`config.mk`:
```
export PLATFORM = sky130hd
export DESIGN_NAME = cmd_executor
export DESIGN_NICKNAME = d
export VERILOG_FILES = /design/src/rtl/cmd_pkg.sv /design/src/rtl/cmd_executor_resp_sequencer.sv /design/src/rtl/cmd_executor.sv
export SDC_FILE = /design/constraint.sdc
export NUM_CORES = 1
export LEC_CHECK = 0
export ABC_AREA = 1
export CAP_MARGIN = 20
export CORE_ASPECT_RATIO = 0.5
export CORE_UTILIZATION = 48
export DETAILED_ROUTE_END_ITERATION = 8
export HOLD_SLACK_MARGIN = 0.1
export PLACE_DENSITY = 0.94
export SLEW_MARGIN = 10
export SYNTH_ARGS = -nofsm -noshare
export SYNTH_HDL_FRONTEND = slang
export SYNTH_SLANG_ARGS = --single-unit
```
`constraint.sdc`:
```
create_clock -name clock -period 5.8 [get_ports clock]
set_input_delay 1.16 -clock clock [delete_from_list [all_inputs] [get_ports clock]]
set_output_delay 1.16 -clock clock [all_outputs]
set_load 0.01 [all_outputs]
```
`src/rtl/cmd_pkg.sv`:
```
// Shared definitions for the command path: command codes, response status
// bytes and the state encodings used by the executor and its response sequencer.
package cmd_pkg;

    // Command codes produced by command_decoder
    localparam logic [7:0] CMD_WRITE = 8'h10;
    localparam logic [7:0] CMD_READ  = 8'h20;
    localparam logic [7:0] CMD_PING  = 8'h30;

    // Response status bytes
    localparam logic [7:0] ST_ACK      = 8'h06;
    localparam logic [7:0] ST_PONG     = 8'h55;
    localparam logic [7:0] ST_NAK_CMD  = 8'h15;
    localparam logic [7:0] ST_NAK_ADDR = 8'h16;
    localparam logic [7:0] ST_TIMEOUT  = 8'hEF;
    localparam logic [7:0] ST_DEC_ERR  = 8'hE0;

    // Executor states; RESPOND covers the whole SEND_STATUS / GAP / SEND_WORD
    // handshake, which the response sequencer walks through on its own.
    typedef enum logic [2:0] {
        EX_IDLE,
        EX_DECODE,
        EX_WRITE,
        EX_READ_REQ,
        EX_READ_WAIT,
        EX_RESPOND
    } exec_state_t;

    // Response sequencer states
    typedef enum logic [1:0] {
        RS_IDLE,
        RS_SEND_STATUS,
        RS_GAP,
        RS_SEND_WORD
    } resp_state_t;

    // Status byte reported for a frame the decoder already flagged as bad
    function automatic logic [7:0] dec_err_status(input logic [1:0] err);
        return ST_DEC_ERR | {6'b0, err};
    endfunction

endpackage

```
`src/rtl/cmd_executor_resp_sequencer.sv`:
```
// Response sequencer: sends a status byte, then optionally a data word, through
// a byte/word transmitter. tx_enable is held until tx_done and always drops for
// at least one cycle (GAP) between transfers. o_done pulses when finished.
module resp_sequencer
    import cmd_pkg::*;
(
    input  logic        clock,
    input  logic        reset,
    input  logic        i_start,
    input  logic [7:0]  i_byte,
    input  logic [31:0] i_word,
    input  logic        i_word_pending,
    input  logic        i_tx_done,
    output logic        o_tx_enable,
    output logic        o_tx_mode_select,
    output logic [7:0]  o_tx_byte,
    output logic [31:0] o_tx_word,
    output logic        o_done
);

    resp_state_t r_state;
    resp_state_t w_state_next;
    logic [7:0]  r_byte;
    logic [31:0] r_word;
    logic        r_pending;

    // State register plus request latch; the request is frozen at start so the
    // transmitter sees stable byte/word/mode for the whole enable window.
    always_ff @(posedge clock or posedge reset) begin
        if (reset) begin
            r_state   <= RS_IDLE;
            r_byte    <= 8'h00;
            r_word    <= 32'h0;
            r_pending <= 1'b0;
        end else begin
            r_state <= w_state_next;
            if (r_state == RS_IDLE && i_start) begin
                r_byte    <= i_byte;
                r_word    <= i_word;
                r_pending <= i_word_pending;
            end else if (r_state == RS_GAP && r_pending) begin
                r_pending <= 1'b0;
            end
        end
    end

    // Next state and handshake outputs; tx_done is only honoured while sending.
    always_comb begin
        w_state_next     = r_state;
        o_tx_enable      = 1'b0;
        o_tx_mode_select = 1'b0;
        o_done           = 1'b0;
        case (r_state)
            RS_IDLE: begin
                if (i_start) w_state_next = RS_SEND_STATUS;
            end
            RS_SEND_STATUS: begin
                o_tx_enable = 1'b1;
                if (i_tx_done) w_state_next = RS_GAP;
            end
            RS_GAP: begin
                if (r_pending) begin
                    w_state_next = RS_SEND_WORD;
                end else begin
                    w_state_next = RS_IDLE;
                    o_done       = 1'b1;
                end
            end
            RS_SEND_WORD: begin
                o_tx_enable      = 1'b1;
                o_tx_mode_select = 1'b1;
                if (i_tx_done) w_state_next = RS_GAP;
            end
            default: w_state_next = RS_IDLE;
        endcase
    end

    assign o_tx_byte = r_byte;
    assign o_tx_word = r_word;

endmodule

```
`src/rtl/cmd_executor.sv`:
```
// Command executor: captures one decoded frame at a time, validates it, runs a
// single word write or read against the memory port, and hands the response
// (status byte, optional read word) to the response sequencer.
module cmd_executor
    import cmd_pkg::*;
#(
    parameter int MEM_DEPTH  = 1024,
    parameter int RD_TIMEOUT = 64
) (
    input  logic        clock,
    input  logic        reset,
    input  logic [7:0]  i_command,
    input  logic [14:0] i_address,
    input  logic [31:0] i_data,
    input  logic        i_done,
    input  logic [1:0]  i_error,
    output logic [14:0] o_mem_addr,
    output logic [31:0] o_mem_wdata,
    output logic        o_mem_we,
    output logic        o_mem_re,
    input  logic [31:0] i_mem_rdata,
    input  logic        i_mem_valid,
    output logic        o_tx_enable,
    output logic        o_tx_mode_select,
    output logic [7:0]  o_tx_byte,
    output logic [31:0] o_tx_word,
    input  logic        i_tx_done,
    output logic        o_busy,
    output logic        o_overrun
);

    localparam int          CNT_W       = $clog2(RD_TIMEOUT + 1);
    localparam logic [CNT_W-1:0] CNT_LAST = CNT_W'(RD_TIMEOUT - 1);
    localparam logic [31:0] MEM_DEPTH_U = 32'(MEM_DEPTH);

    exec_state_t      r_state;
    exec_state_t      w_state_next;
    logic [7:0]       r_command;
    logic [14:0]      r_address;
    logic [31:0]      r_data;
    logic [1:0]       r_error;
    logic [CNT_W-1:0] r_cnt;
    logic             r_overrun;

    logic             w_resp_start;
    logic [7:0]       w_resp_byte;
    logic [31:0]      w_resp_word;
    logic             w_resp_pending;
    logic             w_resp_done;
    logic             w_known_cmd;
    logic             w_addr_bad;

    assign w_known_cmd = (r_command == CMD_WRITE) || (r_command == CMD_READ) ||
                         (r_command == CMD_PING);
    assign w_addr_bad  = ({17'd0, r_address} >= MEM_DEPTH_U);

    // State, frame capture (IDLE only), read timeout counter and sticky overrun.
    always_ff @(posedge clock or posedge reset) begin
        if (reset) begin
            r_state   <= EX_IDLE;
            r_command <= 8'h00;
            r_address <= 15'h0;
            r_data    <= 32'h0;
            r_error   <= 2'b00;
            r_cnt     <= '0;
            r_overrun <= 1'b0;
        end else begin
            r_state <= w_state_next;
            if (r_state == EX_IDLE && i_done) begin
                r_command <= i_command;
                r_address <= i_address;
                r_data    <= i_data;
                r_error   <= i_error;
            end
            if (r_state != EX_IDLE && i_done) begin
                r_overrun <= 1'b1;
            end
            if (r_state == EX_READ_REQ) begin
                r_cnt <= '0;
            end else if (r_state == EX_READ_WAIT) begin
                r_cnt <= r_cnt + CNT_W'(1);
            end
        end
    end

    // Next state and response request; the decode checks run in priority order.
    always_comb begin
        w_state_next   = r_state;
        w_resp_start   = 1'b0;
        w_resp_byte    = ST_ACK;
        w_resp_word    = 32'h0;
        w_resp_pending = 1'b0;
        case (r_state)
            EX_IDLE: begin
                if (i_done) w_state_next = EX_DECODE;
            end
            EX_DECODE: begin
                if (r_error != 2'b00) begin
                    w_resp_start = 1'b1;
                    w_resp_byte  = dec_err_status(r_error);
                    w_state_next = EX_RESPOND;
                end else if (!w_known_cmd) begin
                    w_resp_start = 1'b1;
                    w_resp_byte  = ST_NAK_CMD;
                    w_state_next = EX_RESPOND;
                end else if (r_command != CMD_PING && w_addr_bad) begin
                    w_resp_start = 1'b1;
                    w_resp_byte  = ST_NAK_ADDR;
                    w_state_next = EX_RESPOND;
                end else if (r_command == CMD_PING) begin
                    w_resp_start = 1'b1;
                    w_resp_byte  = ST_PONG;
                    w_state_next = EX_RESPOND;
                end else if (r_command == CMD_WRITE) begin
                    w_state_next = EX_WRITE;
                end else begin
                    w_state_next = EX_READ_REQ;
                end
            end
            EX_WRITE: begin
                w_resp_start = 1'b1;
                w_resp_byte  = ST_ACK;
                w_state_next = EX_RESPOND;
            end
            EX_READ_REQ: begin
                w_state_next = EX_READ_WAIT;
            end
            EX_READ_WAIT: begin
                // Data arriving in the last allowed cycle still counts as a hit.
                if (i_mem_valid) begin
                    w_resp_start   = 1'b1;
                    w_resp_byte    = ST_ACK;
                    w_resp_word    = i_mem_rdata;
                    w_resp_pending = 1'b1;
                    w_state_next   = EX_RESPOND;
                end else if (r_cnt == CNT_LAST) begin
                    w_resp_start = 1'b1;
                    w_resp_byte  = ST_TIMEOUT;
                    w_state_next = EX_RESPOND;
                end
            end
            EX_RESPOND: begin
                if (w_resp_done) w_state_next = EX_IDLE;
            end
            default: w_state_next = EX_IDLE;
        endcase
    end

    assign o_mem_addr  = r_address;
    assign o_mem_wdata = r_data;
    assign o_mem_we    = (r_state == EX_WRITE);
    assign o_mem_re    = (r_state == EX_READ_REQ);
    assign o_busy      = (r_state != EX_IDLE);
    assign o_overrun   = r_overrun;

    resp_sequencer u_resp (
        .clock            (clock),
        .reset            (reset),
        .i_start          (w_resp_start),
        .i_byte           (w_resp_byte),
        .i_word           (w_resp_word),
        .i_word_pending   (w_resp_pending),
        .i_tx_done        (i_tx_done),
        .o_tx_enable      (o_tx_enable),
        .o_tx_mode_select (o_tx_mode_select),
        .o_tx_byte        (o_tx_byte),
        .o_tx_word        (o_tx_word),
        .o_done           (w_resp_done)
    );

endmodule

```
After elaboration in Yosys (flattened, before gate mapping)
Cells that the tools add are included.

Add/sub/neg operators: 1. Magnitude comparators: 1. Reductions and logical operators: 16. Mux-type cells: 40. Equal/unequal tests: 18.

Operators with widths (number): 32-bit two-way mux (2); 7-bit two-way mux (5); 3-bit two-way mux (8); 8-bit two-way mux (3); 3-bit case mux with 6 select lines (1); 8-bit by 6-bit == test with 1-bit output (second input constant) (2); 8-bit case mux with 2 select lines (1); 15-bit by 11-bit >= comparator with 1-bit output (second input constant) (1); 1-bit two-way mux (15); 8-bit by 5-bit == test with 1-bit output (second input constant) (1); 8-bit by 6-bit inequality test with 1-bit output (second input constant) (1); 7-bit by 1-bit adder with 7-bit output (second input constant) (1); 7-bit by 6-bit == test with 1-bit output (second input constant) (1); 3-bit by 2-bit == test with 1-bit output (second input constant) (2); 3-bit == test (second input constant) (2); 2-bit two-way mux (3); 2-bit by 1-bit inequality test with 1-bit output (second input constant) (3); 2-bit case mux with 3 select lines (1); 2-bit nonzero test (3); 1-bit logical AND (5); 2-bit == test (second input constant) (2); 3-bit by 1-bit == test with 1-bit output (second input constant) (1); 3-bit logical NOT (1); 3-bit by 2-bit inequality test with 1-bit output (second input constant) (1); other kinds (9) (10).

Output and inout bits: 93. Register bits after elaboration: 111.

Logic depth before layout (Yosys ltp)
Gate-level depths: netlist (run 1).

Depth after elaboration: 8. Depth in mapped cells: 11. Mapped depth without buffers: 10.

By module
Synthesis (run 1) repeated with hierarchy kept, for this count alone.

Cells, all modules: 511. Area total of the unflattened synthesis: 5124.9 um^2.

Modules (own cells, without submodules): cmd_executor (area an instance 3352.0 um^2, cells an instance 315, instances 1); resp_sequencer (area an instance 1773.0 um^2, cells an instance 196, instances 1).

Least setup slack after synthesis (run 1)
Ideal clock, no wire load.

Path type: in2reg. From: input port i_mem_valid. To: register u_resp.r_pending. Path buffers: 2. Arrival: 1.967 ns. Library setup time: 0.117 ns. Required time: 5.683 ns. Stages: 8. Slack: 3.716 ns. Cell sequence: clkbuf_1 -> inv_1 -> nand2_1 -> a21oi_2 -> nand2_4 -> buf_2 -> nand3_1 -> nand2_1.

Cells in the longest elaborated chain, start to end: 4. Elaborated cells between the ends (all ways): 7.

Ends and longest elaborated chain: from (decl) (RTL line cmd_executor.sv:22) `input logic i_mem_valid,`; 1-bit two-way mux (RTL line cmd_executor.sv:130) `if (i_mem_valid) begin`; 1-bit case mux with 3 select lines (RTL line cmd_executor.sv:93) `case (r_state)`; 1-bit logical AND (RTL line cmd_executor_resp_sequencer.sv:37) `if (r_state == RS_IDLE && i_start) begin`; 1-bit two-way mux / 2-bit nonzero test (equally long branches); to (signal assigned) (RTL line cmd_executor_resp_sequencer.sv:40) `r_pending <= i_word_pending;`; to (decl) (RTL line cmd_executor_resp_sequencer.sv:25) `logic r_pending;`.

Several ways; a longest one is shown, not always the timed one. A chain may end at the register's enable or synchronous reset.

Worst setup path in the final report (run 1)
From: input port i_mem_valid. To: register u_resp.r_word[4], in the netlist u_resp.o_tx_word[4].

Cells in the longest elaborated chain, start to end: 3. Elaborated cells between the ends (all ways): 5.

Ends and longest elaborated chain: 1-bit two-way mux (RTL line cmd_executor.sv:130); 1-bit case mux with 3 select lines (RTL line cmd_executor.sv:93); 1-bit logical AND (RTL line cmd_executor_resp_sequencer.sv:37); to (signal assigned) (RTL line cmd_executor_resp_sequencer.sv:39) `r_word <= i_word;`; to (decl) (RTL line cmd_executor_resp_sequencer.sv:24) `logic [31:0] r_word;`.

Several ways; a longest one is shown, not always the timed one.

==> metrics.md, run 1 <==
| Metric | Value |
|---|---|
| Total detailed-routing wirelength | 13000 um |
| Largest net degree at the start of global routing | 80 |
| Effective utilization at floorplan | 0.507 |
| Arrival @ worst endpoint | 3.34 ns |
| Final setup viols | 0 |
| Synth Area per Inst | 9.73 um^2 |
| Design Area, Final | 0.00713 mm^2 |
| Proportion of register bits with asynchronous set or reset after synthesis | 1.00 |
| Status | finished, final reports clean |
| Period utilization | 0.535 |
| Clock tree skew after final layout | 0.00811 ns |
| Post-synthesis register bit count | 110 |
| Nets in the synthesized netlist | 599 |
| Worst min-delay path class | reg2reg |
| Router iterations before antenna repair | 5 |
| Drc violations | 0 |
| Number of slew-limit violations in the final report | 0 |
| CTS tree | done |
| I/O pins | 187 |
| Share of the synthesized area in the top cell type | 0.561 |
| Antenna violations before repair | 0 |
| Gpl congestion | 0.797 |
| Max-cap check violation count | 0 |
| Post-synthesis cell count | 504 |
| Layout overhead on the synthesized area | 45.3% |
| Root buffer cell | sky130_fd_sc_hd__clkbuf_16 |
| Total of buffers placed on input and output ports | 186 |
| Slew at the pin closest to its max-slew limit | 0.944 ns |
| Required time of the critical path | 6.03 ns |
| Count leader, synth | sky130_fd_sc_hd__nand2_1 |
| Peak supply drop | 0.245 mV |
| Global route total overflow | 0 |
| Type of the worst setup path | in2reg |
| Stage delay of the slowest cell on the critical path | 0.46 ns |
| Worst hold slack after final layout | 0.477 ns |
| Most prevalent standard cell on the critical path | sky130_fd_sc_hd__nand2_1 |
| First-pass GRT wire length | 20300 um |
| Maximum clock insertion buffer count | 2 |
| Commonest cells in the netlist | 139 x sky130_fd_sc_hd__nand2_1, 110 x sky130_fd_sc_hd__dfrtp_1, 54 x sky130_fd_sc_hd__nand3_1, 54 x sky130_fd_sc_hd__nor2_1, 49 x sky130_fd_sc_hd__mux2_2 |
| Clock network latency to the later pin of the worst-skew pair | 0.35 ns |
| Combined area of all synthesized cells | 0.00490 mm^2 |
| Yosys cell types | 26 |
| Total number of vias | 4221 |
| Maximum fanout along the worst path | 41 |
| Resized cells post-CTS | 0 |
| DP HPWL | 8940 um |
| Nets | 772 |
| Clock-pin transition on the worst setup and hold timing paths | 0.07 ns |
| Buffers inserted by post-CTS timing repair | 0 |
| Die width | 145 um |
| List of cells traversed by the critical path | clkdlybuf4s50_1 -> buf_4 -> inv_1 -> nand2_1 -> a21oi_2 -> nand2_4 -> nand2_4 -> nand2_1 -> nand2_1 |
| Standard cell core area | 0.00967 mm^2 |
| Die footprint | 0.0107 mm^2 |
| Sinks on Clock Net | 110 |
| Vias in the first global route | 4204 |
| GRT Total Usage | 0.245 |
| Max H-tree Level | 3 |
| Top flip-flop cell by instance count after synthesis | sky130_fd_sc_hd__dfrtp_1 |
| Y dimension of the die | 73.5 um |
| Cell area power density | 511 mW/mm^2 |
| Cell accounting for the most synthesized area | sky130_fd_sc_hd__dfrtp_1 |
| LEAKAGE | 3.29 nW |
| Critical-path top delay cell | sky130_fd_sc_hd__clkdlybuf4s50_1 |
| Count of routing violations after the opening detailed-route iteration | 357 |
| Minimum period implied by the final worst setup slack | 3.11 ns |
| Instance area after placement | 0.00680 mm^2 |
| Top post-synthesis cells by area | sky130_fd_sc_hd__dfrtp_1 56%, sky130_fd_sc_hd__mux2_2 11%, sky130_fd_sc_hd__nand2_1 11% |
| Sort of element at the end of the critical path | register |
| Setup TNS Final | 0 ns |
| Layout cell share with drive strength beyond 1 | 0.138 |
| WL per Instance | 15.9 um |
| Number of placement rows | 25 |
| Ratio of routed vias to standard cells | 5.17 |
| Total number of yosys warnings | 0 |
| Portion of the post-synthesis area used by sequential elements | 0.561 |
| Final count of hold timing violations | 0 |
| Worst relative slew slack | 0.369 |
| Final core occ | 0.737 |
| Unrepaired setup endpoints after global routing | no |
| Critical Path Start Type | input pin |
| Hold Buf Count CTS | 0 |
| Number of buffers inserted during clock tree synthesis | 9 |
| Highest clock frequency the design can meet | 322 MHz |
| Residual antenna-violating net count after detailed routing | 0 |
| # diodes | 0 |
| EDFF count, synth | 0 |
==> layout make-up <==
class	instances	area, um^2
clock buffer	11	243
clock inverter	5	56.3
fill	652	2540
inverter	23	88.8
multi-input combinational	343	1910
sequential	110	2750
tap	135	169
timing repair buffer	190	1910
==> metrics by stage <==
step | setup slack, ns | cells | total power [mW]
floorplan | 1.74 | 504 | 2.25
global placement | 2.56 | 800 | 2.92
detailed placement | 2.42 | 800 | 3.01
CTS | 2.73 | 816 | 3.65
global route | 2.54 | 817 | 3.84
finish | 2.69 | 817 | 3.64
==> logic make-up after synthesis <==
kind of cell / after synthesis / synth area share
buffers and inverters: 51 / 0.0523
multiplexers: 55 / 0.131
flip-flops: 110 / 0.561
AND/OR/NAND/NOR: 263 / 0.226
AO/OA/AOI/OAI: 24 / 0.0276
adder cells (fa/ha/maj): 1 / 0.00255
==> report_power, final <==
group | internal [mW] | leakage, nW | switching, mW
clock | 0.347 | 0.146 | 0.274
combinational | 0.869 | 1.76 | 0.832
sequential | 1.10 | 1.38 | 0.217
total | 2.32 | 3.29 | 1.32
==> worst paths after layout <==
path,startpoint,endpoint,slack [ns],cells past startpoint
max reg2reg,r_cnt[0],u_resp.o_tx_word[4],3.44,10
min in group asynchronous,reset,o_mem_addr[0],1.16,2
min reg2reg,u_resp.o_tx_word[14],u_resp.o_tx_word[14],0.48,2
min,u_resp.o_tx_word[14],u_resp.o_tx_word[14],0.48,2
max,i_mem_valid,u_resp.o_tx_word[4],2.69,9
max in group asynchronous,reset,u_resp.o_tx_word[24],3.60,4
==> sequential cells by signal, indices dropped and copies added (netlist names) <==
| register | cells |
|---|---|
| u_resp.o_tx_byte | 7 |
| u_resp.r_pending | 1 |
| r_command | 8 |
| u_resp.o_tx_word | 32 |
| o_overrun | 1 |
| o_mem_wdata | 32 |
| o_mem_addr | 15 |
| r_state | 3 |
| r_cnt | 7 |
| u_resp.r_state | 2 |
| r_error | 2 |
==> placed cells by master (no fill, tap or decap) <==
| cell type | instances |
|---|---|
| sky130_fd_sc_hd__a22o_1 | 1 |
| sky130_fd_sc_hd__o21ai_0 | 10 |
| sky130_fd_sc_hd__inv_1 | 17 |
| sky130_fd_sc_hd__nand4_1 | 2 |
| sky130_fd_sc_hd__clkinvlp_4 | 1 |
| sky130_fd_sc_hd__mux2_4 | 6 |
| sky130_fd_sc_hd__nor2_4 | 2 |
| sky130_fd_sc_hd__nand2_1 | 138 |
| sky130_fd_sc_hd__nor2_1 | 53 |
| sky130_fd_sc_hd__inv_6 | 1 |
| sky130_fd_sc_hd__inv_4 | 1 |
| sky130_fd_sc_hd__nor2_2 | 4 |
| sky130_fd_sc_hd__inv_2 | 5 |
| sky130_fd_sc_hd__clkbuf_8 | 1 |
| sky130_fd_sc_hd__clkdlybuf4s50_1 | 186 |
| sky130_fd_sc_hd__nor3_1 | 3 |
| sky130_fd_sc_hd__clkbuf_1 | 1 |
| sky130_fd_sc_hd__nand2_2 | 3 |
| sky130_fd_sc_hd__a32o_1 | 1 |
| sky130_fd_sc_hd__dfrtp_1 | 110 |
| sky130_fd_sc_hd__a21o_1 | 1 |
| sky130_fd_sc_hd__buf_4 | 3 |
| sky130_fd_sc_hd__bufinv_16 | 1 |
| sky130_fd_sc_hd__buf_16 | 1 |
| sky130_fd_sc_hd__mux2_2 | 49 |
| sky130_fd_sc_hd__clkinv_2 | 2 |
| sky130_fd_sc_hd__a21oi_2 | 1 |
| sky130_fd_sc_hd__ha_1 | 1 |
| sky130_fd_sc_hd__nand2_4 | 2 |
| sky130_fd_sc_hd__or2_2 | 2 |
| sky130_fd_sc_hd__nand3_1 | 54 |
| sky130_fd_sc_hd__a21oi_1 | 10 |
| sky130_fd_sc_hd__clkbuf_16 | 9 |
==> metal layers <==
metal	routed length [um]	vias up	GRT usage
met5	0	-	0
met1	5120	2046	0.287
met3	715	34	0.0646
met4	400	0	0.103
met2	6790	169	0.436
li1	-	1972	-
==> critical path, delay by kind of cell <==
kind	cells	cell delay, ns
AO/OA/AOI/OAI	1	0.07
buffers and inverters	3	0.94
AND/OR/NAND/NOR	5	1.12
Power figures use the tool's default switching activity.
==> run 2, diff against run 1 <==
Settings changed: CORE_UTILIZATION 48 to 44, PLACE_DENSITY 0.94 to 0.88.
Clock period 5.8 ns to 3.1 ns, I/O delays scaled along.
==> metrics.md, run 2 (synthesis gave the netlist of run 1 again) <==
| Metric | Value |
|---|---|
| I/O pins | 187 |
| Sort of element at the end of the critical path | output port |
| Number of slew-limit violations in the final report | 0 |
| Max H-tree Level | 3 |
| DP HPWL | 9140 um |
| Root buffer cell | sky130_fd_sc_hd__clkbuf_16 |
| First element of the critical path | r_state[2] |
| Y dimension of the die | 76.7 um |
| Peak supply drop | 0.512 mV |
| Gpl congestion | 0.776 |
| Hold Buf Count CTS | 0 |
| Instance area after placement | 0.00686 mm^2 |
| Clock tree skew after final layout | 0.00713 ns |
| Clk network pwr share | 0.156 |
| Register-to-register setup slack | 1.15 ns |
| # diodes | 0 |
| Worst hold slack after final layout | 0.471 ns |
| Proportion of total power due to net switching | 0.365 |
| Resized cells post-CTS | 0 |
| Depth of the worst register-to-register path | 10 |
| Leading cell type in the layout, fill and taps excluded | sky130_fd_sc_hd__clkdlybuf4s50_1 |
| Portion of total power attributed to combinational logic | 0.479 |
| Highest clock frequency the design can meet | 415 MHz |
| Inst Count DP | 809 |
| Capturing point of the worst reg2reg path | u_resp.o_tx_byte[3] |
| Period utilization | 0.776 |
| Final count of hold timing violations | 0 |
| Relative contribution of sequential cells to total power | 0.366 |
| Final setup viols | 0 |
| LEAKAGE | 3.28 nW |
| Layer with the highest usage | met2 |
| Drc violations | 0 |
| Pint | 4.25 mW |
| Count of routing violations after the opening detailed-route iteration | 269 |
| Residual antenna-violating net count after detailed routing | 0 |
| Final core occ | 0.678 |
| Die footprint | 0.0116 mm^2 |
| Design Area, Final | 0.00713 mm^2 |
| Layout overhead on the synthesized area | 45.3% |
| Cell area power density | 940 mW/mm^2 |
| Minimum period implied by the final worst setup slack | 2.41 ns |
| Worst min-delay path class | reg2reg |
| Maximum clock insertion buffer count | 2 |
| GRT Total Usage | 0.229 |
| Switching power summed over all nets | 2.45 mW |
| Met1 track demand over resource | 0.271 |
| Unrepaired setup endpoints after global routing | no |
| Buffers inserted by post-CTS timing repair | 0 |
| Number of placement rows | 26 |
| Critical Path Start Type | register |
| Maximum fanout along the worst path | 5 |
| Sinks on Clock Net | 110 |
| Required time of the critical path | 2.48 ns |
| First-pass GRT wire length | 20400 um |
| Met2 demand-to-capacity share in global routing | 0.395 |
| Router iterations before antenna repair | 4 |
| Total number of vias | 4128 |
| Met3 Use GR | 0.0619 |
| Antenna violations before repair | 0 |
| Largest net degree at the start of global routing | 42 |
| Critical register-to-register path startpoint | r_cnt[0] |
| WL per Instance | 15.3 um |
| Min-Delay Startpoint | u_resp.o_tx_word[19] |
| Non-filler cells, final | 824 |
| Nets | 775 |
| Max-cap check violation count | 0 |
| Termination of the worst setup path | o_mem_re |
| Vias in the first global route | 4098 |
| Total of buffers placed on input and output ports | 186 |
| Clock-pin transition on the worst setup and hold timing paths | 0.07 ns |
| Type of the worst setup path | reg2out |
| Ratio of routed vias to standard cells | 5.01 |
| Total detailed-routing wirelength | 12600 um |
| Number of buffers inserted during clock tree synthesis | 9 |
| Worst relative slew slack | 0.496 |
| Standard cell core area | 0.0105 mm^2 |
| Die width | 151 um |
| Global route total overflow | 0 |
| Layout cell share with drive strength beyond 1 | 0.142 |
| Status | finished, final reports clean |
| Arrival @ worst endpoint | 1.79 ns |
| Setup TNS Final | 0 ns |
| Clock network latency to the later pin of the worst-skew pair | 0.35 ns |
| Most frequent cells in the layout | 186 x sky130_fd_sc_hd__clkdlybuf4s50_1, 138 x sky130_fd_sc_hd__nand2_1, 110 x sky130_fd_sc_hd__dfrtp_1, 54 x sky130_fd_sc_hd__nand3_1, 53 x sky130_fd_sc_hd__nor2_1 |
| Slew at the pin closest to its max-slew limit | 0.754 ns |
| CTS tree | done |
| Effective utilization at floorplan | 0.467 |
## run 2: layer usage
layer,share of wire,vias to the layer above,wire length (um)
li1,-,1988,-
met1,0.40,1990,5100
met2,0.52,125,6540
met3,0.054,25,686
met4,0.025,0,310
met5,0,-,0
## run 2: how the worst min path moves through the flow
stage	to	slack, ns	cells past startpoint
after detailed placement	u_resp.o_tx_word[16]	0.46	2
final	u_resp.o_tx_word[19]	0.47	2
after CTS	u_resp.o_tx_word[21]	0.48	2
after global placement	o_overrun	0.44	1
after floorplan	r_cnt[6]	0.47	2
after global routing	u_resp.o_tx_word[21]	0.50	2
## run 2: final cells by class
| type | count | area (um^2) |
|---|---|---|
| clock inverters | 6 | 40.0 |
| repair buffers | 193 | 1940 |
| flip-flops and latches | 110 | 2750 |
| fillers | 765 | 3380 |
| multi-input cells | 343 | 1910 |
| clock buffers | 9 | 225 |
| well taps | 140 | 175 |
| inverters | 23 | 90.1 |
## run 2: critical path, cell delays in order, from the launching register on
cell and delay (ns):
sky130_fd_sc_hd__dfrtp_1 0.42, sky130_fd_sc_hd__inv_2 0.13, sky130_fd_sc_hd__nand2_1 0.08, sky130_fd_sc_hd__nor2_1 0.21, sky130_fd_sc_hd__clkdlybuf4s50_1 0.60
## run 2: through the flow
stage / worst slack, ns / power, mW
floorplan: 1.15 / 4.20
global placement: 0.889 / 5.54
detailed placement: 0.840 / 5.69
CTS: 0.689 / 6.76
global route: 0.611 / 7.13
finish: 0.693 / 6.70
## run 2: power groups by stage
stage                     combinational (mW)  clock, mW  sequential [mW]
final                                   3.21       1.04             2.45
after global routing                    3.48       1.13             2.53
after CTS                               3.23       1.07             2.45
after detailed placement                3.22          0             2.47
after global placement                  3.11          0             2.43
after floorplan                         1.55          0             2.66
